**src/rtl/branch_control_unit.sv**
```systemverilog
// Decode-stage branch/jump resolver with circular return-address stack.
// Optional BCU_STATS_EN adds saturating taken/stall/flush counters.
module branch_control_unit #(
    parameter int RAS_DEPTH = 8,
    parameter int PTR_W     = 3
) (
    input  logic        clk,
    input  logic        reset,
    input  logic        id_valid,
    input  logic [15:0] NPC,
    input  logic [15:0] instruction,
    input  logic [15:0] rs_val,
    input  logic [15:0] rt_val,
    input  logic        operands_ready,
    output logic [1:0]  PCsrc,
    output logic [15:0] I_TypeImmediate,
    output logic [15:0] J_TypeImmediate,
    output logic [15:0] ReturnAddress,
    output logic        stall,
    output logic        flush,
    output logic        ras_err
`ifdef BCU_STATS_EN
    ,
    output logic [15:0] taken_cnt,
    output logic [15:0] stall_cnt,
    output logic [15:0] flush_cnt
`endif
);

    localparam logic [3:0] OP_BEQ  = 4'h8;
    localparam logic [3:0] OP_BNE  = 4'h9;
    localparam logic [3:0] OP_JMP  = 4'hC;
    localparam logic [3:0] OP_CALL = 4'hD;
    localparam logic [3:0] OP_RET  = 4'hE;

    localparam logic [PTR_W:0] FULL = (PTR_W+1)'(RAS_DEPTH);

    typedef enum logic [1:0] {
        RUN,
        HOLD,
        FLUSH
    } state_t;

    state_t state;
    state_t state_nx;

    logic [15:0]      ras [RAS_DEPTH];
    logic [PTR_W-1:0] tp;
    logic [PTR_W:0]   cnt;

    logic [3:0]  opcode;
    logic [15:0] pc_id;
    logic        push;
    logic        pop;
    logic        taken;

    assign opcode = instruction[15:12];
    assign pc_id  = NPC - 16'd1;

    assign I_TypeImmediate = pc_id + {{10{instruction[5]}}, instruction[5:0]};
    assign J_TypeImmediate = {pc_id[15:12], instruction[11:0]};
    assign ReturnAddress   = (cnt != '0) ? ras[tp] : 16'h0000;

    // Resolve the decode instruction: redirect, stall and next state.
    always_comb begin
        PCsrc    = 2'b00;
        stall    = 1'b0;
        flush    = 1'b0;
        push     = 1'b0;
        pop      = 1'b0;
        taken    = 1'b0;
        state_nx = RUN;
        if (!reset && id_valid && state != FLUSH) begin
            case (opcode)
                OP_BEQ, OP_BNE: begin
                    if (!operands_ready) begin
                        stall    = 1'b1;
                        state_nx = HOLD;
                    end else begin
                        taken = (opcode == OP_BEQ) ==
                                (rs_val == rt_val);
                        if (taken) begin
                            PCsrc    = 2'b10;
                            flush    = 1'b1;
                            state_nx = FLUSH;
                        end
                    end
                end
                OP_JMP: begin
                    PCsrc    = 2'b01;
                    flush    = 1'b1;
                    state_nx = FLUSH;
                end
                OP_CALL: begin
                    PCsrc    = 2'b01;
                    flush    = 1'b1;
                    push     = 1'b1;
                    state_nx = FLUSH;
                end
                OP_RET: begin
                    PCsrc    = 2'b11;
                    flush    = 1'b1;
                    pop      = 1'b1;
                    state_nx = FLUSH;
                end
                default: state_nx = RUN;
            endcase
        end
    end

    // Control state register.
    always_ff @(posedge clk or posedge reset) begin
        if (reset) begin
            state <= RUN;
        end else begin
            state <= state_nx;
        end
    end

    // Return-address stack: push overwrites oldest when full.
    always_ff @(posedge clk or posedge reset) begin
        if (reset) begin
            tp      <= '0;
            cnt     <= '0;
            ras_err <= 1'b0;
            for (int i = 0; i < RAS_DEPTH; i++) begin
                ras[i] <= '0;
            end
        end else if (push) begin
            ras[tp + PTR_W'(1)] <= NPC;
            tp <= tp + PTR_W'(1);
            if (cnt == FULL) begin
                ras_err <= 1'b1;
            end else begin
                cnt <= cnt + (PTR_W+1)'(1);
            end
        end else if (pop) begin
            if (cnt != '0) begin
                tp  <= tp - PTR_W'(1);
                cnt <= cnt - (PTR_W+1)'(1);
            end else begin
                ras_err <= 1'b1;
            end
        end
    end

`ifdef BCU_STATS_EN
    // Saturating event counters for redirects, stalls and flushes.
    always_ff @(posedge clk or posedge reset) begin
        if (reset) begin
            taken_cnt <= '0;
            stall_cnt <= '0;
            flush_cnt <= '0;
        end else begin
            if (PCsrc != 2'b00 && taken_cnt != 16'hFFFF) begin
                taken_cnt <= taken_cnt + 16'd1;
            end
            if (stall && stall_cnt != 16'hFFFF) begin
                stall_cnt <= stall_cnt + 16'd1;
            end
            if (flush && flush_cnt != 16'hFFFF) begin
                flush_cnt <= flush_cnt + 16'd1;
            end
        end
    end
`endif

endmodule

```
**config.mk**
```make
export PLATFORM = sky130hd
export DESIGN_NAME = branch_control_unit
export DESIGN_NICKNAME = d
export VERILOG_FILES = /design/src/rtl/branch_control_unit.sv
export SDC_FILE = /design/constraint.sdc
export NUM_CORES = 1
export LEC_CHECK = 0
export ABC_CLOCK_PERIOD_IN_PS = 7200
export CAP_MARGIN = 25
export CORE_MARGIN = 2
export CORE_UTILIZATION = 55
export DETAILED_ROUTE_END_ITERATION = 10
export GPL_TIMING_DRIVEN = 1
export PLACE_DENSITY = 0.78
export SYNTH_ARGS = -nofsm -noshare
export SYNTH_HDL_FRONTEND = slang
export SYNTH_SLANG_ARGS = --single-unit
```
**constraint.sdc**
```tcl
create_clock -name clk -period 7.2 [get_ports clk]
set_clock_uncertainty 0.1 [all_clocks]
set_input_delay 2.16 -clock clk [delete_from_list [all_inputs] [get_ports clk]]
set_output_delay 2.16 -clock clk [all_outputs]
set_load 0.005 [all_outputs]
```
==> metrics.txt <==
# TYPE chip_impl_metric gauge
chip_impl_info{name="post-synth-top-area-cell",value="sky130_fd_sc_hd__dfrtp_1"} 1
chip_impl_metric{name="pwr_density_cell",unit="mW/mm^2"} 256
chip_impl_metric{name="num_vias",unit=""} 5644
chip_impl_metric{name="mappedNetlistNets",unit=""} 712
chip_impl_metric{name="grt_pass1_vias",unit=""} 6167
chip_impl_metric{name="global_route.usage.total",unit=""} 0.262
chip_impl_metric{name="cts_made_buffers",unit=""} 17
chip_impl_metric{name="globalRouteOverflowTotal",unit=""} 0
chip_impl_metric{name="area.sequential",unit="mm^2"} 0.00345
chip_impl_metric{name="antenna_violations_before_repair",unit=""} 0
chip_impl_metric{name="detail_route.iter0.violations",unit=""} 322
chip_impl_metric{name="cts_max_path_buffers",unit=""} 2
chip_impl_metric{name="timing.final.max_slew_violations",unit=""} 0
chip_impl_metric{name="die_h",unit="um"} 124
chip_impl_metric{name="post_synth_num_cell_types",unit=""} 60
chip_impl_metric{name="die_x",unit="um"} 124
chip_impl_metric{name="postSynthAreaPerCell",unit="um^2"} 12.8
chip_impl_metric{name="ioPinCount",unit=""} 121
chip_impl_info{name="clock_root_buffer",value="sky130_fd_sc_hd__clkbuf_16"} 1
chip_impl_metric{name="netlist_instances",unit=""} 620
chip_impl_info{name="criticalPathCategory",value="in -> out"} 1
chip_impl_metric{name="critPathRequiredTime",unit="ns"} 4.94
chip_impl_metric{name="drc",unit=""} 0
chip_impl_metric{name="num_rows",unit=""} 43
chip_impl_info{name="rsz0062_at_grt",value="false"} 1
chip_impl_metric{name="die_footprint",unit="mm^2"} 0.0154
chip_impl_metric{name="wl_per_cell",unit="um"} 20.5
chip_impl_metric{name="layout_min_cycle_time",unit="ns"} 7.07
chip_impl_metric{name="syn-cell-area",unit="mm^2"} 0.00795
chip_impl_metric{name="drv.max_cap_violation_count",unit=""} 0
chip_impl_metric{name="slowest_delay",unit="ns"} 0.40
chip_impl_metric{name="grt_max_degree",unit=""} 59
chip_impl_metric{name="io_buffer_count",unit=""} 108
chip_impl_metric{name="starting_density",unit=""} 0.568
chip_impl_metric{name="dp_cells",unit=""} 925
chip_impl_metric{name="drt.antenna.violating_nets",unit=""} 0
chip_impl_metric{name="post-route-period-util",unit=""} 0.982
chip_impl_metric{name="final_gp_congestion",unit=""} 0.856
chip_impl_info{name="worstSetupStartpointType",value="input port"} 1
chip_impl_metric{name="yosysTopAreaCellShare",unit=""} 0.435
chip_impl_metric{name="clock_latency",unit="ns"} 0.41
chip_impl_metric{name="timing.final.hold_violations",unit=""} 0
chip_impl_metric{name="synth_xor_area_frac",unit=""} 0.0575
chip_impl_info{name="capturing_element_type_of_the_critical_path",value="primary output"} 1
chip_impl_metric{name="power.static_leakage",unit="nW"} 4.96
chip_impl_metric{name="critical_path_peak_fanout",unit=""} 3
chip_impl_info{name="cts_tree",value="built"} 1
chip_impl_info{name="worst_hold_path_type",value="reg -> reg"} 1
chip_impl_metric{name="ys.warnings.count",unit=""} 0
chip_impl_metric{name="stdcell_count",unit=""} 963
chip_impl_metric{name="multi_input_comb_area",unit="mm^2"} 0.00430
chip_impl_info{name="run_status",value="finished, final reports clean"} 1
chip_impl_metric{name="final_layout_size_suffix_gt1_frac",unit=""} 0.402
chip_impl_metric{name="cts_max_level",unit=""} 4
chip_impl_metric{name="synth_compound_gate_area_share",unit=""} 0.0490
chip_impl_metric{name="core_area",unit="mm^2"} 0.0140
chip_impl_metric{name="achievable_freq",unit="GHz"} 0.141
chip_impl_metric{name="cts.sink_count",unit=""} 138
chip_impl_metric{name="timing.slew.headroom",unit=""} 0.422
chip_impl_metric{name="ys_async_sr_fraction",unit=""} 1.00
chip_impl_info{name="synth_area_leaders",value="sky130_fd_sc_hd__dfrtp_1, sky130_fd_sc_hd__mux2_2, sky130_fd_sc_hd__mux4_2"} 1
chip_impl_metric{name="layout-area-overhead-vs-synth",unit="%"} 30.3
chip_impl_metric{name="global_route_wire_length_before_repair",unit="um"} 32100
chip_impl_info{name="cpMaxStageDelayCell",value="sky130_fd_sc_hd__nor4_2"} 1
chip_impl_metric{name="synth_mux_area_frac",unit=""} 0.300
chip_impl_metric{name="place_hpwl",unit="um"} 13100
chip_impl_metric{name="pre_cts_ws",unit="ns"} -0.583
chip_impl_metric{name="via_per_inst",unit=""} 5.86
chip_impl_info{name="yosys_most_used_dff",value="sky130_fd_sc_hd__dfrtp_1"} 1
chip_impl_metric{name="first_pass_iters",unit=""} 4
chip_impl_metric{name="synth-edff-count",unit=""} 0
chip_impl_metric{name="synth_adder_area_share",unit=""} 0.0397
chip_impl_metric{name="finalWorstSetupSlack",unit="ns"} 0.128
chip_impl_metric{name="final.fill_count",unit=""} 902
chip_impl_metric{name="cts.clk_slew.worst_paths",unit="ns"} 0.06
chip_impl_info{name="critical_path.cell_chain",value="dlymetal6s2s_1 -> buf_6 -> inv_4 -> ha_4 -> nand2b_4 -> nor2b_4 -> nand3b_1 -> nor4_2 -> xor2_1 -> ha_1 -> buf_4 -> nand2_1 -> o21ai_1 -> o32a_1 -> xnor2_1 -> buf_2"} 1
chip_impl_metric{name="ir_worst_vdd",unit="mV"} 0.166
chip_impl_metric{name="worst_endpoint_data_arrival_time",unit="ns"} 4.81
chip_impl_metric{name="setup_viol_count_final",unit=""} 0
chip_impl_metric{name="antenna-diode-count",unit=""} 0
chip_impl_metric{name="nets",unit=""} 863
chip_impl_metric{name="hold_buf_count_cts",unit=""} 0
chip_impl_metric{name="synth-seq-cells",unit=""} 138
chip_impl_metric{name="detail_route.wirelength",unit="um"} 19800
chip_impl_metric{name="worstMarginPinSlew",unit="ns"} 0.860
chip_impl_info{name="dominant_combinational_cell_family_by_area_after_synthesis",value="multiplexers"} 1
chip_impl_metric{name="synth_seq_area_share",unit=""} 0.435
chip_impl_metric{name="synth_simple_gate_area_frac",unit=""} 0.0771
==> Yosys cell counts (all sizes together) (11+ instances only) <==
| cell type | n |
|---|---|
| a21oi | 22 |
| buf | 36 |
| clkbuf | 19 |
| dfrtp | 138 |
| ha | 22 |
| mux2 | 129 |
| mux2i | 17 |
| mux4 | 32 |
| nand2 | 20 |
| nor2 | 34 |
| nor4 | 12 |
| o21ai | 11 |
| xnor2 | 17 |
| xor2 | 33 |
==> final timing paths <==
| path | startpoint | endpoint | depth (start not counted) | slack, ns |
|---|---|---|---|---|
| max reg2reg | tp[0]$_DFFE_PP0P_ | ras[45]$_DFFE_PP0P_ | 6 | 3.94 |
| min in group asynchronous | reset | state[1]$_DFF_PP0_ | 2 | 2.13 |
| min | ras_err$_DFFE_PP0P_ | ras_err$_DFFE_PP0P_ | 1 | 0.37 |
| max in group asynchronous | reset | ras[110]$_DFFE_PP0P_ | 3 | 3.75 |
| min reg2reg | ras_err$_DFFE_PP0P_ | ras_err$_DFFE_PP0P_ | 1 | 0.37 |
| max | NPC[0] | I_TypeImmediate[15] | 16 | 0.13 |
==> power breakdown <==
part           internal [mW]  switching, mW  leakage [nW]
clock network          0.589          0.336         0.291
registers              0.877         0.0651          1.90
logic                  0.418          0.367          2.77
total                   1.88          0.767          4.96
==> kinds of logic after synthesis <==
logic type               after synthesis
flip-flops                           138
AO/OA/AOI/OAI                         60
XOR/XNOR                              50
buffers and inverters                 65
multiplexers                         178
AND/OR/NAND/NOR                      105
adder cells (fa/ha/maj)               24
==> metal layers <==
layer	vias to the layer above	track usage	share of wire
met3	32	0.0503	0.041
li1	2557	-	-
met4	0	0.0919	0.015
met1	2915	0.337	0.42
met2	140	0.447	0.52
met5	-	0	0
==> final cells by class <==
class | instances | area share
inverters | 10 | 0.00411
repair buffers | 187 | 0.165
flip-flops and latches | 138 | 0.334
well taps | 180 | 0.0217
clock inverters | 13 | 0.0186
multi-input cells | 417 | 0.415
clock buffers | 18 | 0.0424
==> repair_timing <==
action | CTS | global route
pin swaps | 11 | 11
resized for setup | 38 | 22
buffers inserted | 6 | 1
endpoints found under the setup margin | 11 | 9
==> registers in the layout (all words and copies together) (netlist names) <==
register,count
ras_err,1
ras,128
tp,3
cnt,4
state,2
==> worst max-delay path, delay by kind of cell <==
kind	cells	cell delay, ns
AND/OR/NAND/NOR	5	0.81
adder cells (fa/ha/maj)	2	0.45
buffers and inverters	5	0.60
XOR/XNOR	2	0.40
AO/OA/AOI/OAI	2	0.37
==> per-stage QoR <==
stage	util	hold slack, ns	setup TNS, ns	instance area [um^2]	power [mW]
finish	0.740	0.369	0	10400	2.65
global route	0.740	0.395	0	10400	2.78
global placement	0.678	0.352	-2.50	9490	1.70
floorplan	-	0.366	0	7950	1.43
CTS	0.734	0.375	-0.0335	10300	2.66
detailed placement	0.680	0.362	-3.77	9520	1.73
==> cells in the final DEF, fill, tap and decap left out, types with 3 or more instances in the layout <==
master                            instances
sky130_fd_sc_hd__nor4_4                   3
sky130_fd_sc_hd__nand3_1                  6
sky130_fd_sc_hd__buf_4                   75
sky130_fd_sc_hd__o21ai_1                  3
sky130_fd_sc_hd__mux2i_1                 17
sky130_fd_sc_hd__mux2_4                  10
sky130_fd_sc_hd__clkinvlp_4               5
sky130_fd_sc_hd__o211ai_1                 4
sky130_fd_sc_hd__a21oi_2                  4
sky130_fd_sc_hd__dlygate4sd2_1            6
sky130_fd_sc_hd__nor3_2                   3
sky130_fd_sc_hd__a21oi_1                 18
sky130_fd_sc_hd__mux4_2                  32
sky130_fd_sc_hd__nand2b_1                 4
sky130_fd_sc_hd__xor2_1                  32
sky130_fd_sc_hd__bufinv_16                4
sky130_fd_sc_hd__clkdlybuf4s50_1         90
sky130_fd_sc_hd__mux2_2                 119
sky130_fd_sc_hd__a21o_1                   5
sky130_fd_sc_hd__dlymetal6s2s_1          10
sky130_fd_sc_hd__xnor2_1                 16
sky130_fd_sc_hd__nor4_1                   7
sky130_fd_sc_hd__ha_1                    20
sky130_fd_sc_hd__o21ai_0                  7
sky130_fd_sc_hd__nand2_1                 20
sky130_fd_sc_hd__clkbuf_16               17
sky130_fd_sc_hd__inv_1                    7
sky130_fd_sc_hd__nor2_1                  32
sky130_fd_sc_hd__dfrtp_1                137
No activity file was read; power rests on OpenSTA's default activity.
